## src/rtl/alu_rs_if.sv

```systemverilog
// Dispatch, CDB snoop and ALU issue bundle for the ALU reservation station.
// slave = reservation station side, master = dispatcher/CDB/ALU side.
interface alu_rs_if #(
  parameter int TAG_W = 4,
  parameter int OP_W  = 6
);
  logic              in_dsp_valid;
  logic [OP_W-1:0]   in_dsp_op;
  logic [31:0]       in_dsp_vj;
  logic [31:0]       in_dsp_vk;
  logic [TAG_W-1:0]  in_dsp_qj;
  logic [TAG_W-1:0]  in_dsp_qk;
  logic              in_dsp_qj_vld;
  logic              in_dsp_qk_vld;
  logic [31:0]       in_dsp_imm;
  logic [31:0]       in_dsp_pc;
  logic [TAG_W-1:0]  in_dsp_tag;
  logic              in_cdb_alu_vld;
  logic [TAG_W-1:0]  in_cdb_alu_tag;
  logic [31:0]       in_cdb_alu_val;
  logic              in_cdb_lsb_vld;
  logic [TAG_W-1:0]  in_cdb_lsb_tag;
  logic [31:0]       in_cdb_lsb_val;
  logic              out_full;
  logic              out_alu_valid;
  logic [OP_W-1:0]   out_alu_op;
  logic [31:0]       out_alu_rs1;
  logic [31:0]       out_alu_rs2;
  logic [31:0]       out_alu_imm;
  logic [31:0]       out_alu_pc;
  logic [TAG_W-1:0]  out_alu_tag;

  modport slave (
    input  in_dsp_valid, in_dsp_op, in_dsp_vj, in_dsp_vk, in_dsp_qj, in_dsp_qk,
           in_dsp_qj_vld, in_dsp_qk_vld, in_dsp_imm, in_dsp_pc, in_dsp_tag,
           in_cdb_alu_vld, in_cdb_alu_tag, in_cdb_alu_val,
           in_cdb_lsb_vld, in_cdb_lsb_tag, in_cdb_lsb_val,
    output out_full, out_alu_valid, out_alu_op, out_alu_rs1, out_alu_rs2,
           out_alu_imm, out_alu_pc, out_alu_tag
  );

  modport master (
    output in_dsp_valid, in_dsp_op, in_dsp_vj, in_dsp_vk, in_dsp_qj, in_dsp_qk,
           in_dsp_qj_vld, in_dsp_qk_vld, in_dsp_imm, in_dsp_pc, in_dsp_tag,
           in_cdb_alu_vld, in_cdb_alu_tag, in_cdb_alu_val,
           in_cdb_lsb_vld, in_cdb_lsb_tag, in_cdb_lsb_val,
    input  out_full, out_alu_valid, out_alu_op, out_alu_rs1, out_alu_rs2,
           out_alu_imm, out_alu_pc, out_alu_tag
  );
endinterface

```

## src/rtl/alu_rs.sv

```systemverilog
// ALU reservation station: holds dispatched ops, snoops both CDBs, issues the lowest ready entry.
// Define ALU_RS_CDB_BYPASS_EN to capture same-cycle CDB results into a dispatching entry.
module alu_rs #(
  parameter int RS_SIZE = 8,
  parameter int TAG_W   = 4,
  parameter int OP_W    = 6
) (
  input logic      clk,
  input logic      rst,
  input logic      rdy,
  input logic      in_clear,
  alu_rs_if.slave  bus
);
  localparam int IDX_W = $clog2(RS_SIZE);

  logic [RS_SIZE-1:0] busy;
  logic [RS_SIZE-1:0] qj_vld;
  logic [RS_SIZE-1:0] qk_vld;
  logic [OP_W-1:0]    op_q  [RS_SIZE];
  logic [31:0]        vj_q  [RS_SIZE];
  logic [31:0]        vk_q  [RS_SIZE];
  logic [31:0]        imm_q [RS_SIZE];
  logic [31:0]        pc_q  [RS_SIZE];
  logic [TAG_W-1:0]   qj_q  [RS_SIZE];
  logic [TAG_W-1:0]   qk_q  [RS_SIZE];
  logic [TAG_W-1:0]   tag_q [RS_SIZE];

  logic [RS_SIZE-1:0] ready_vec;
  logic               full;
  logic               free_found;
  logic               iss_found;
  logic [IDX_W-1:0]   free_idx;
  logic [IDX_W-1:0]   iss_idx;
  logic [31:0]        dsp_vj;
  logic [31:0]        dsp_vk;
  logic               dsp_qj_vld;
  logic               dsp_qk_vld;
  logic               dsp_accept;

  function automatic logic cdb_hit(input logic vld, input logic [TAG_W-1:0] cdb_tag,
                                   input logic [TAG_W-1:0] q);
    return vld && (cdb_tag == q);
  endfunction

  assign ready_vec    = busy & ~qj_vld & ~qk_vld;
  assign full         = &busy;
  assign bus.out_full = full;
  assign dsp_accept   = bus.in_dsp_valid && !full && free_found;

  // Descending scans so the lowest matching index is the one that sticks.
  always_comb begin
    free_found = 1'b0;
    free_idx   = '0;
    iss_found  = 1'b0;
    iss_idx    = '0;
    for (int i = RS_SIZE - 1; i >= 0; i--) begin
      if (!busy[i]) begin
        free_found = 1'b1;
        free_idx   = IDX_W'(i);
      end
      if (ready_vec[i]) begin
        iss_found = 1'b1;
        iss_idx   = IDX_W'(i);
      end
    end
  end

`ifdef ALU_RS_CDB_BYPASS_EN
  always_comb begin
    dsp_vj     = bus.in_dsp_vj;
    dsp_vk     = bus.in_dsp_vk;
    dsp_qj_vld = bus.in_dsp_qj_vld;
    dsp_qk_vld = bus.in_dsp_qk_vld;
    if (bus.in_dsp_qj_vld) begin
      if (cdb_hit(bus.in_cdb_alu_vld, bus.in_cdb_alu_tag, bus.in_dsp_qj)) begin
        dsp_vj     = bus.in_cdb_alu_val;
        dsp_qj_vld = 1'b0;
      end else if (cdb_hit(bus.in_cdb_lsb_vld, bus.in_cdb_lsb_tag, bus.in_dsp_qj)) begin
        dsp_vj     = bus.in_cdb_lsb_val;
        dsp_qj_vld = 1'b0;
      end
    end
    if (bus.in_dsp_qk_vld) begin
      if (cdb_hit(bus.in_cdb_alu_vld, bus.in_cdb_alu_tag, bus.in_dsp_qk)) begin
        dsp_vk     = bus.in_cdb_alu_val;
        dsp_qk_vld = 1'b0;
      end else if (cdb_hit(bus.in_cdb_lsb_vld, bus.in_cdb_lsb_tag, bus.in_dsp_qk)) begin
        dsp_vk     = bus.in_cdb_lsb_val;
        dsp_qk_vld = 1'b0;
      end
    end
  end
`else
  // Without bypass the dispatcher owns same-cycle CDB forwarding.
  assign dsp_vj     = bus.in_dsp_vj;
  assign dsp_vk     = bus.in_dsp_vk;
  assign dsp_qj_vld = bus.in_dsp_qj_vld;
  assign dsp_qk_vld = bus.in_dsp_qk_vld;
`endif

  always_ff @(posedge clk) begin
    if (!rst) begin
      busy              <= '0;
      qj_vld            <= '0;
      qk_vld            <= '0;
      bus.out_alu_valid <= 1'b0;
      bus.out_alu_op    <= '0;
      bus.out_alu_rs1   <= '0;
      bus.out_alu_rs2   <= '0;
      bus.out_alu_imm   <= '0;
      bus.out_alu_pc    <= '0;
      bus.out_alu_tag   <= '0;
    end else if (!rdy) begin
      bus.out_alu_valid <= 1'b0;
    end else if (in_clear) begin
      busy              <= '0;
      bus.out_alu_valid <= 1'b0;
    end else begin
      for (int i = 0; i < RS_SIZE; i++) begin
        if (busy[i] && qj_vld[i]) begin
          if (cdb_hit(bus.in_cdb_alu_vld, bus.in_cdb_alu_tag, qj_q[i])) begin
            vj_q[i]   <= bus.in_cdb_alu_val;
            qj_vld[i] <= 1'b0;
          end else if (cdb_hit(bus.in_cdb_lsb_vld, bus.in_cdb_lsb_tag, qj_q[i])) begin
            vj_q[i]   <= bus.in_cdb_lsb_val;
            qj_vld[i] <= 1'b0;
          end
        end
        if (busy[i] && qk_vld[i]) begin
          if (cdb_hit(bus.in_cdb_alu_vld, bus.in_cdb_alu_tag, qk_q[i])) begin
            vk_q[i]   <= bus.in_cdb_alu_val;
            qk_vld[i] <= 1'b0;
          end else if (cdb_hit(bus.in_cdb_lsb_vld, bus.in_cdb_lsb_tag, qk_q[i])) begin
            vk_q[i]   <= bus.in_cdb_lsb_val;
            qk_vld[i] <= 1'b0;
          end
        end
      end

      if (iss_found) begin
        busy[iss_idx]     <= 1'b0;
        bus.out_alu_valid <= 1'b1;
        bus.out_alu_op    <= op_q[iss_idx];
        bus.out_alu_rs1   <= vj_q[iss_idx];
        bus.out_alu_rs2   <= vk_q[iss_idx];
        bus.out_alu_imm   <= imm_q[iss_idx];
        bus.out_alu_pc    <= pc_q[iss_idx];
        bus.out_alu_tag   <= tag_q[iss_idx];
      end else begin
        bus.out_alu_valid <= 1'b0;
      end

      // The free slot is never the issuing one, so these writes cannot collide.
      if (dsp_accept) begin
        busy[free_idx]   <= 1'b1;
        op_q[free_idx]   <= bus.in_dsp_op;
        vj_q[free_idx]   <= dsp_vj;
        vk_q[free_idx]   <= dsp_vk;
        qj_q[free_idx]   <= bus.in_dsp_qj;
        qk_q[free_idx]   <= bus.in_dsp_qk;
        qj_vld[free_idx] <= dsp_qj_vld;
        qk_vld[free_idx] <= dsp_qk_vld;
        imm_q[free_idx]  <= bus.in_dsp_imm;
        pc_q[free_idx]   <= bus.in_dsp_pc;
        tag_q[free_idx]  <= bus.in_dsp_tag;
      end
    end
  end
endmodule

```

## src/flat_wrapper.sv

```systemverilog
// flat-port wrapper written by rule: the top's interface ports become plain ports
module alu_rs_flat 
#(
  parameter int RS_SIZE = 8,
  parameter int TAG_W   = 4,
  parameter int OP_W    = 6
)
  (clk, rst, rdy, in_clear, bus_in_dsp_valid, bus_in_dsp_op, bus_in_dsp_vj, bus_in_dsp_vk, bus_in_dsp_qj, bus_in_dsp_qk, bus_in_dsp_qj_vld, bus_in_dsp_qk_vld, bus_in_dsp_imm, bus_in_dsp_pc, bus_in_dsp_tag, bus_in_cdb_alu_vld, bus_in_cdb_alu_tag, bus_in_cdb_alu_val, bus_in_cdb_lsb_vld, bus_in_cdb_lsb_tag, bus_in_cdb_lsb_val, bus_out_full, bus_out_alu_valid, bus_out_alu_op, bus_out_alu_rs1, bus_out_alu_rs2, bus_out_alu_imm, bus_out_alu_pc, bus_out_alu_tag);
  alu_rs_if #(.TAG_W(TAG_W), .OP_W(OP_W)) bus_i ();
  input logic clk;
  input logic rst;
  input logic rdy;
  input logic in_clear;
  input wire logic [$bits(bus_i.in_dsp_valid)-1:0] bus_in_dsp_valid;
  input wire logic [$bits(bus_i.in_dsp_op)-1:0] bus_in_dsp_op;
  input wire logic [$bits(bus_i.in_dsp_vj)-1:0] bus_in_dsp_vj;
  input wire logic [$bits(bus_i.in_dsp_vk)-1:0] bus_in_dsp_vk;
  input wire logic [$bits(bus_i.in_dsp_qj)-1:0] bus_in_dsp_qj;
  input wire logic [$bits(bus_i.in_dsp_qk)-1:0] bus_in_dsp_qk;
  input wire logic [$bits(bus_i.in_dsp_qj_vld)-1:0] bus_in_dsp_qj_vld;
  input wire logic [$bits(bus_i.in_dsp_qk_vld)-1:0] bus_in_dsp_qk_vld;
  input wire logic [$bits(bus_i.in_dsp_imm)-1:0] bus_in_dsp_imm;
  input wire logic [$bits(bus_i.in_dsp_pc)-1:0] bus_in_dsp_pc;
  input wire logic [$bits(bus_i.in_dsp_tag)-1:0] bus_in_dsp_tag;
  input wire logic [$bits(bus_i.in_cdb_alu_vld)-1:0] bus_in_cdb_alu_vld;
  input wire logic [$bits(bus_i.in_cdb_alu_tag)-1:0] bus_in_cdb_alu_tag;
  input wire logic [$bits(bus_i.in_cdb_alu_val)-1:0] bus_in_cdb_alu_val;
  input wire logic [$bits(bus_i.in_cdb_lsb_vld)-1:0] bus_in_cdb_lsb_vld;
  input wire logic [$bits(bus_i.in_cdb_lsb_tag)-1:0] bus_in_cdb_lsb_tag;
  input wire logic [$bits(bus_i.in_cdb_lsb_val)-1:0] bus_in_cdb_lsb_val;
  output wire logic [$bits(bus_i.out_full)-1:0] bus_out_full;
  output wire logic [$bits(bus_i.out_alu_valid)-1:0] bus_out_alu_valid;
  output wire logic [$bits(bus_i.out_alu_op)-1:0] bus_out_alu_op;
  output wire logic [$bits(bus_i.out_alu_rs1)-1:0] bus_out_alu_rs1;
  output wire logic [$bits(bus_i.out_alu_rs2)-1:0] bus_out_alu_rs2;
  output wire logic [$bits(bus_i.out_alu_imm)-1:0] bus_out_alu_imm;
  output wire logic [$bits(bus_i.out_alu_pc)-1:0] bus_out_alu_pc;
  output wire logic [$bits(bus_i.out_alu_tag)-1:0] bus_out_alu_tag;
  assign bus_i.in_dsp_valid = bus_in_dsp_valid;
  assign bus_i.in_dsp_op = bus_in_dsp_op;
  assign bus_i.in_dsp_vj = bus_in_dsp_vj;
  assign bus_i.in_dsp_vk = bus_in_dsp_vk;
  assign bus_i.in_dsp_qj = bus_in_dsp_qj;
  assign bus_i.in_dsp_qk = bus_in_dsp_qk;
  assign bus_i.in_dsp_qj_vld = bus_in_dsp_qj_vld;
  assign bus_i.in_dsp_qk_vld = bus_in_dsp_qk_vld;
  assign bus_i.in_dsp_imm = bus_in_dsp_imm;
  assign bus_i.in_dsp_pc = bus_in_dsp_pc;
  assign bus_i.in_dsp_tag = bus_in_dsp_tag;
  assign bus_i.in_cdb_alu_vld = bus_in_cdb_alu_vld;
  assign bus_i.in_cdb_alu_tag = bus_in_cdb_alu_tag;
  assign bus_i.in_cdb_alu_val = bus_in_cdb_alu_val;
  assign bus_i.in_cdb_lsb_vld = bus_in_cdb_lsb_vld;
  assign bus_i.in_cdb_lsb_tag = bus_in_cdb_lsb_tag;
  assign bus_i.in_cdb_lsb_val = bus_in_cdb_lsb_val;
  assign bus_out_full = bus_i.out_full;
  assign bus_out_alu_valid = bus_i.out_alu_valid;
  assign bus_out_alu_op = bus_i.out_alu_op;
  assign bus_out_alu_rs1 = bus_i.out_alu_rs1;
  assign bus_out_alu_rs2 = bus_i.out_alu_rs2;
  assign bus_out_alu_imm = bus_i.out_alu_imm;
  assign bus_out_alu_pc = bus_i.out_alu_pc;
  assign bus_out_alu_tag = bus_i.out_alu_tag;
  alu_rs #(.RS_SIZE(RS_SIZE), .TAG_W(TAG_W), .OP_W(OP_W)) u_core (.clk(clk), .rst(rst), .rdy(rdy), .in_clear(in_clear), .bus(bus_i));
endmodule
```

## config.mk

```make
export PLATFORM = sky130hd
export DESIGN_NAME = alu_rs_flat
export DESIGN_NICKNAME = d
export VERILOG_FILES = /design/src/rtl/alu_rs_if.sv /design/src/rtl/alu_rs.sv /design/src/flat_wrapper.sv
export SDC_FILE = /design/constraint.sdc
export NUM_CORES = 2
export LEC_CHECK = 0
export ABC_AREA = 0
export CAP_MARGIN = 20
export CORE_MARGIN = 4
export CORE_UTILIZATION = 51
export DETAILED_ROUTE_END_ITERATION = 7
export GPL_TIMING_DRIVEN = 0
export PLACE_DENSITY = 0.7
export SLEW_MARGIN = 20
export SYNTH_ARGS = -nofsm -noshare
export SYNTH_HDL_FRONTEND = slang
export SYNTH_SLANG_ARGS = --single-unit
export TNS_END_PERCENT = 20
```

## constraint.sdc

```tcl
create_clock -name clk -period 5.6 [get_ports clk]
set_input_delay 1.12 -clock clk [delete_from_list [all_inputs] [get_ports clk]]
set_output_delay 1.12 -clock clk [all_outputs]
set_load 0.01 [all_outputs]
```

* Word-level counts from Yosys, hierarchy flattened
Memories as Yosys holds them, arrays and structs flattened. A register that Yosys moved wholly into a read port is not among the register bits.
Index checks and enable logic that the tools add are counted.
** Cells by class
- Bitwise logic cells :: 26
- Div/mod/pow operators :: 0
- Multipliers :: 0
- Shift-type cells :: 0
- Eq/ne operators :: 32
- Mux-type cells :: 372
- Reduce and logical (&&, ||, !) cells :: 63
- Magnitude comparators :: 4
- Add/sub/neg operators :: 0
** Operator list (number)
- $mux 32 :: 16
- $mux 1 :: 328
- $eq 4x4->1 :: 32
- $mux 8 :: 8
- $logic_and 1x1->1 :: 52
- $mux 3 :: 16
- $and 8x8->8 :: 3
- $not 8->8 :: 3
- $bwmux 8 :: 2
- $or 1x1->1 :: 16
- $lt 3x4->1 const B :: 2
- $or 8x8->8 :: 1
- $reduce_and 8->1 :: 1
- $logic_not 1->1 :: 7
- $demux 1 s3 :: 2
- $ge 3x1->1 const B :: 2
- $not 1->1 :: 3
- $reduce_and 3->1 :: 1
- $reduce_or 3->1 :: 1
- $reduce_and 2->1 :: 1
** Storage, ports and cells
- Output and inout port bits :: 140
- Bits in registers :: 25
- Memories kept :: 8
- Memory bits (read-only) :: 0
- Bits in latches :: 0
- Bits in writable memories :: 1168
- Word-level logic and storage cells :: 509
- Bits of input ports :: 227
** Memories
- u_core.imm_q :: words 8, width 32, read ports 1, clocked after memory_dff 1, write ports 1, RTL line alu_rs.sv:22 : logic [31:0] imm_q [RS_SIZE];
- u_core.pc_q :: words 8, width 32, read ports 1, clocked after memory_dff 1, write ports 1, RTL line alu_rs.sv:23 : logic [31:0] pc_q [RS_SIZE];
- u_core.vj_q :: words 8, width 32, read ports 1, clocked after memory_dff 1, write ports 9, RTL line alu_rs.sv:20 : logic [31:0] vj_q [RS_SIZE];
- u_core.vk_q :: words 8, width 32, read ports 1, clocked after memory_dff 1, write ports 9, RTL line alu_rs.sv:21 : logic [31:0] vk_q [RS_SIZE];
- u_core.op_q :: words 8, width 6, read ports 1, clocked after memory_dff 1, write ports 1, RTL line alu_rs.sv:19 : logic [OP_W-1:0] op_q [RS_SIZE];
- u_core.qj_q :: words 8, width 4, read ports 8, clocked after memory_dff 0, write ports 1, RTL line alu_rs.sv:24 : logic [TAG_W-1:0] qj_q [RS_SIZE];
- 2 more memories

* Logic depth before layout (Yosys ltp)
- Depth in word-level cells :: 24
- Mapped depth :: 10
- Mapped depth without buffers :: 6

* Worst setup path before layout
Ideal clock, no wire load.
- Path kind :: input to register
- From :: in in_clear
- To :: mem u_core.imm_q[2][0] (enable)
- Stages on the path :: 7
- Required time :: 5.122 ns
- Slack :: 0.461 ns
- Arrival time :: 4.661 ns
- Cells stage by stage :: and2b_1 > nand2_1 > a211oi_1 > and3_1 > clkbuf_1 > buf_2 > clkbuf_1
** On the way
- Word-level cells in the longest chain between the ends :: 4
** RTL lines
- start: declaration :: RTL line flat_wrapper.sv:13 : input logic in_clear;
- $mux 1 :: RTL line alu_rs.sv:115 : end else if (in_clear) begin
- $mux 1 :: RTL line alu_rs.sv:113 : end else if (!rdy) begin
- $mux 1 :: RTL line alu_rs.sv:102 : if (!rst) begin
- $mux 1 (not written as such) :: RTL line alu_rs.sv:163 : imm_q[free_idx] <= bus.in_dsp_imm;
- end: declaration :: RTL line alu_rs.sv:22
No other way between the ends.

==> qor.json <==
{
  "layout-drive-gt1-share": {"value": 9.72, "unit": "%"},
  "drv.max_cap_violation_count": {"value": 0},
  "critical_path.cell_chain": {"value": "clkdlybuf4s50_1 -> and2b_1 -> nand2_1 -> a211oi_1 -> and3_1 -> clkbuf_1 -> buf_2 -> clkbuf_1 -> a41o_4"},
  "unrepaired_setup_endpoints_after_global_routing": {"value": "no"},
  "cts-hold-fix-buffers": {"value": 0},
  "run_status": {"value": "complete, but fails checks"},
  "antenna_violations_before_repair": {"value": 32},
  "max-slew-margin-rel": {"value": 16.5, "unit": "%"},
  "die_span_x": {"value": 354, "unit": "µm"},
  "numClockSinks": {"value": 1331},
  "core-area": {"value": 118000, "unit": "µm²"},
  "synth-seq-area-share": {"value": 62.8, "unit": "%"},
  "number_of_nets_produced_by_synthesis": {"value": 5153},
  "first_iter_violations": {"value": 8151},
  "power_per_cell_area": {"value": 298, "unit": "nW/µm²"},
  "cts-buffers-inserted": {"value": 145},
  "rrSetupSlack": {"value": 0.91, "unit": "ns"},
  "netlist_area": {"value": 61100, "unit": "µm²"},
  "post-place-cells": {"value": 6865},
  "crit_family": {"value": "buffers and inverters"},
  "hold_start": {"value": "u_core.bus.out_alu_imm[11]"},
  "detailedPlacementHpwl": {"value": 154000, "unit": "µm"},
  "p_leak": {"value": 25.7, "unit": "nW"},
  "cp_max_fo": {"value": 32},
  "synth_async_sr_flop_share": {"value": 0, "unit": "%"},
  "routabilityCongestion": {"value": 0.980},
  "layout_worst_path_cycle_share": {"value": 87.5, "unit": "%"},
  "area_delta_synth_final": {"value": 18.2, "unit": "%"},
  "post-cts-setup-buffer-count": {"value": 0},
  "cts_htree_levels": {"value": 4},
  "avgRoutedWirePerCell": {"value": 31.9, "unit": "µm"},
  "rows": {"value": 126},
  "clock_path_buffers": {"value": 3},
  "syn_avg_cell_area": {"value": 12.4, "unit": "µm²"},
  "synth.most_common_cell": {"value": "edfxtp_1"},
  "yosysUniqueCellTypes": {"value": 66},
  "critical_path.n_buffers_inverters": {"value": 4},
  "critical_path.most_common_cell": {"value": "clkbuf_1"},
  "crit_slowest_cell": {"value": "clkbuf_1"},
  "max-vdd-ir-drop": {"value": 0.316, "unit": "mV"},
  "ys_ff_latch": {"value": 1331},
  "final_util": {"value": 61.0, "unit": "%"},
  "routed_via_density": {"value": 6.65},
  "io_pins": {"value": 367},
  "cts_tree": {"value": "yes"},
  "synth_top_area_cell": {"value": "edfxtp_1"},
  "detail_route.wirelength": {"value": 229000, "unit": "µm"},
  "fin_ws": {"value": 0.697, "unit": "ns"},
  "type_of_element_launching_the_critical_path": {"value": "primary input"},
  "clock_skew": {"value": 0.0659, "unit": "ns"},
  "fin_cells": {"value": 7159},
  "synth_enable_flop_cells": {"value": 1168},
  "timing.final.crit_period": {"value": 4.90, "unit": "ns"},
  "worst_ep_arrival_time": {"value": 5.30, "unit": "ns"},
  "cts_root_buf": {"value": "clkbuf_16"},
  "synth.top_cell.area_share": {"value": 57.4, "unit": "%"},
  "clk_latency": {"value": 0.82, "unit": "ns"},
  "globalRoute.totalOverflow": {"value": 0},
  "synthesis.instances": {"value": 4926},
  "path_depth": {"value": 9},
  "hold_path.class": {"value": "flop to flop"},
  "hold_ws": {"value": 0.480, "unit": "ns"},
  "crit_required": {"value": 5.99, "unit": "ns"},
  "grt.total_usage": {"value": 35.2, "unit": "%"},
  "die-area": {"value": 125000, "unit": "µm²"},
  "timing.hold.worst_path_depth": {"value": 2},
  "final_max_slew_viol_count": {"value": 0},
  "clk_transition_reported_paths": {"value": 0.06, "unit": "ns"},
  "synthTopCellsByArea": {"value": "edfxtp_1 57%, mux2i_1 8.4%, dfxtp_1 5.3%"},
  "crit_path_end_kind": {"value": "flop"},
  "vias_in_the_first_global_route": {"value": 45600},
  "synth_common_cells": {"value": "1168 x edfxtp_1, 512 x mux2i_1, 356 x nand2_1"},
  "min_delay_worst_endpoint": {"value": "u_core.bus.out_alu_imm[11]"},
  "ys_warn_count": {"value": 0},
  "port_buffers": {"value": 293},
  "design.final.nets": {"value": 5640},
  "top_flip_flop_cell_by_instance_count_after_synthesis": {"value": "edfxtp_1"},
  "pin_count_of_the_biggest_net_entering_global_routing": {"value": 68},
  "wire_length_of_the_first_global_routing_pass": {"value": 318000, "unit": "µm"},
  "dr.pass1.iters": {"value": 8},
  "setup_violations": {"value": 0},
  "reg2reg_from": {"value": "u_core.busy[7]"},
  "floorplan.initialDensity": {"value": 51.6, "unit": "%"},
  "worst-r2r-cell-count": {"value": 9},
  "fmaxAchievable": {"value": 204, "unit": "MHz"},
  "drc": {"value": 6},
  "violations": {"value": "design-rule violations"},
  "report.final.hold_viol_count": {"value": 0},
  "cp-startpoint": {"value": "rdy"},
  "chipHeight": {"value": 354, "unit": "µm"},
  "route.antenna.remaining_nets": {"value": 0},
  "post_cts.resized_instances": {"value": 0},
  "critPathMaxStageDelay": {"value": 0.83, "unit": "ns"},
  "preCtsSetupSlack": {"value": 0.148, "unit": "ns"},
  "tightest_slew": {"value": 1.25, "unit": "ns"},
  "startpoint_to_endpoint_class_of_the_critical_path": {"value": "primary input to flop"},
  "timing.rr.end": {"value": "u_core.pc_q[3][21]"},
  "vias": {"value": 47600}
}
-- metal layers --
metal,vias to the layer above,routed length [µm],global-route usage [%]
met1,23200,80100,44.4
met2,3803,101000,53.4
li1,19700,-,-
met4,12,15000,20.1
met5,-,89,0
met3,823,32500,11.5
-- area by class of cell --
cell class	count	area, µm²
Clock inverter	55	698
Tap cell	1600	2000
Fill cell	9304	46200
Sequential cell	1331	38300
Antenna cell	22	55.1
Buffer	520	2680
Inverter	13	63.8
Clock buffer	216	4110
Multi-Input combinational cell	3062	20200
Timing Repair Buffer	340	4060
-- worst register-to-register path, delay by kind of cell (launching register included) --
family,cells,cell delay [ns]
and+or+nand+nor,1,0.13
AOI/OAI and AO/OA,3,1.14
buffers and inverters,5,2.63
DFF,1,0.30
-- registers in the layout (all words and copies together) (netlist names) --
name	flops
u_core.qj_q	32
u_core.bus.out_alu_tag	4
u_core.bus.out_alu_rs2	32
u_core.bus.out_alu_imm	32
u_core.bus.out_alu_rs1	32
u_core.qk_vld	8
u_core.vj_q	256
u_core.op_q	48
u_core.qk_q	32
u_core.bus.out_alu_pc	32
u_core.bus.out_alu_valid	1
u_core.bus.out_alu_op	6
u_core.imm_q	256
u_core.pc_q	256
u_core.qj_vld	8
u_core.busy	8
u_core.vk_q	256
u_core.tag_q	32
-- cells by family after synthesis --
logic type             synth area share (%)
XOR/XNOR                               1.84
AO/OA/AOI/OAI                          14.3
flip-flops                             62.8
multiplexers                           8.39
buffers and inverters                  4.42
AND/OR/NAND/NOR                        8.31
-- worst max path at each step --
| stage | end | slack (ns) |
|---|---|---|
| finish | u_core.vj_q[2][22] | 0.70 |
| detailed placement | u_core.vj_q[2][23] | 0.15 |
| global route | u_core.vj_q[2][25] | 0.80 |
| global placement | u_core.imm_q[1][26] | -3.47 |
| floorplan | u_core.imm_q[2][0] | 0.46 |
| CTS | u_core.vj_q[2][25] | 0.95 |
-- stage by stage --
step                      total power, mW  cell area (µm²)  TNS (ns)
after detailed placement             12.0            67300         0
after global routing                 21.9            72200         0
final                                21.5            72200         0
after CTS                            21.4            72100         0
after floorplan                      11.5            61100         0
after global placement               12.0            66000  -2487.70
-- report_power, final --
group / internal, mW / switching, mW
clock: 5.48 / 4.18
combinational: 0.356 / 0.622
sequential: 10.8 / 0.0224
-- cell usage in the layout, fill, tap and decap left out, types with 22 or more instances in the layout --
cell type | netlist | layout
a32oi_1 | 60 | 60
xor2_1 | 72 | 72
nor3_1 | 28 | 28
mux2i_1 | 512 | 512
buf_6 | 26 | 28
nand3_1 | 182 | 182
nand2b_1 | 144 | 144
buf_2 | 100 | 103
clkdlybuf4s50_1 | 0 | 293
xnor2_1 | 56 | 56
buf_16 | 0 | 30
clkbuf_1 | 279 | 322
buf_4 | 99 | 99
a22oi_1 | 216 | 216
diode_2 | 0 | 22
a22o_1 | 138 | 138
nor2_1 | 344 | 342
dfxtp_1 | 163 | 163
a222oi_1 | 138 | 138
o21ai_1 | 199 | 199
edfxtp_1 | 1168 | 1168
o21ai_0 | 279 | 277
a21oi_1 | 223 | 213
clkbuf_16 | 0 | 145
nand2_1 | 356 | 356
Note: power is estimated with default switching activity, not from simulation.
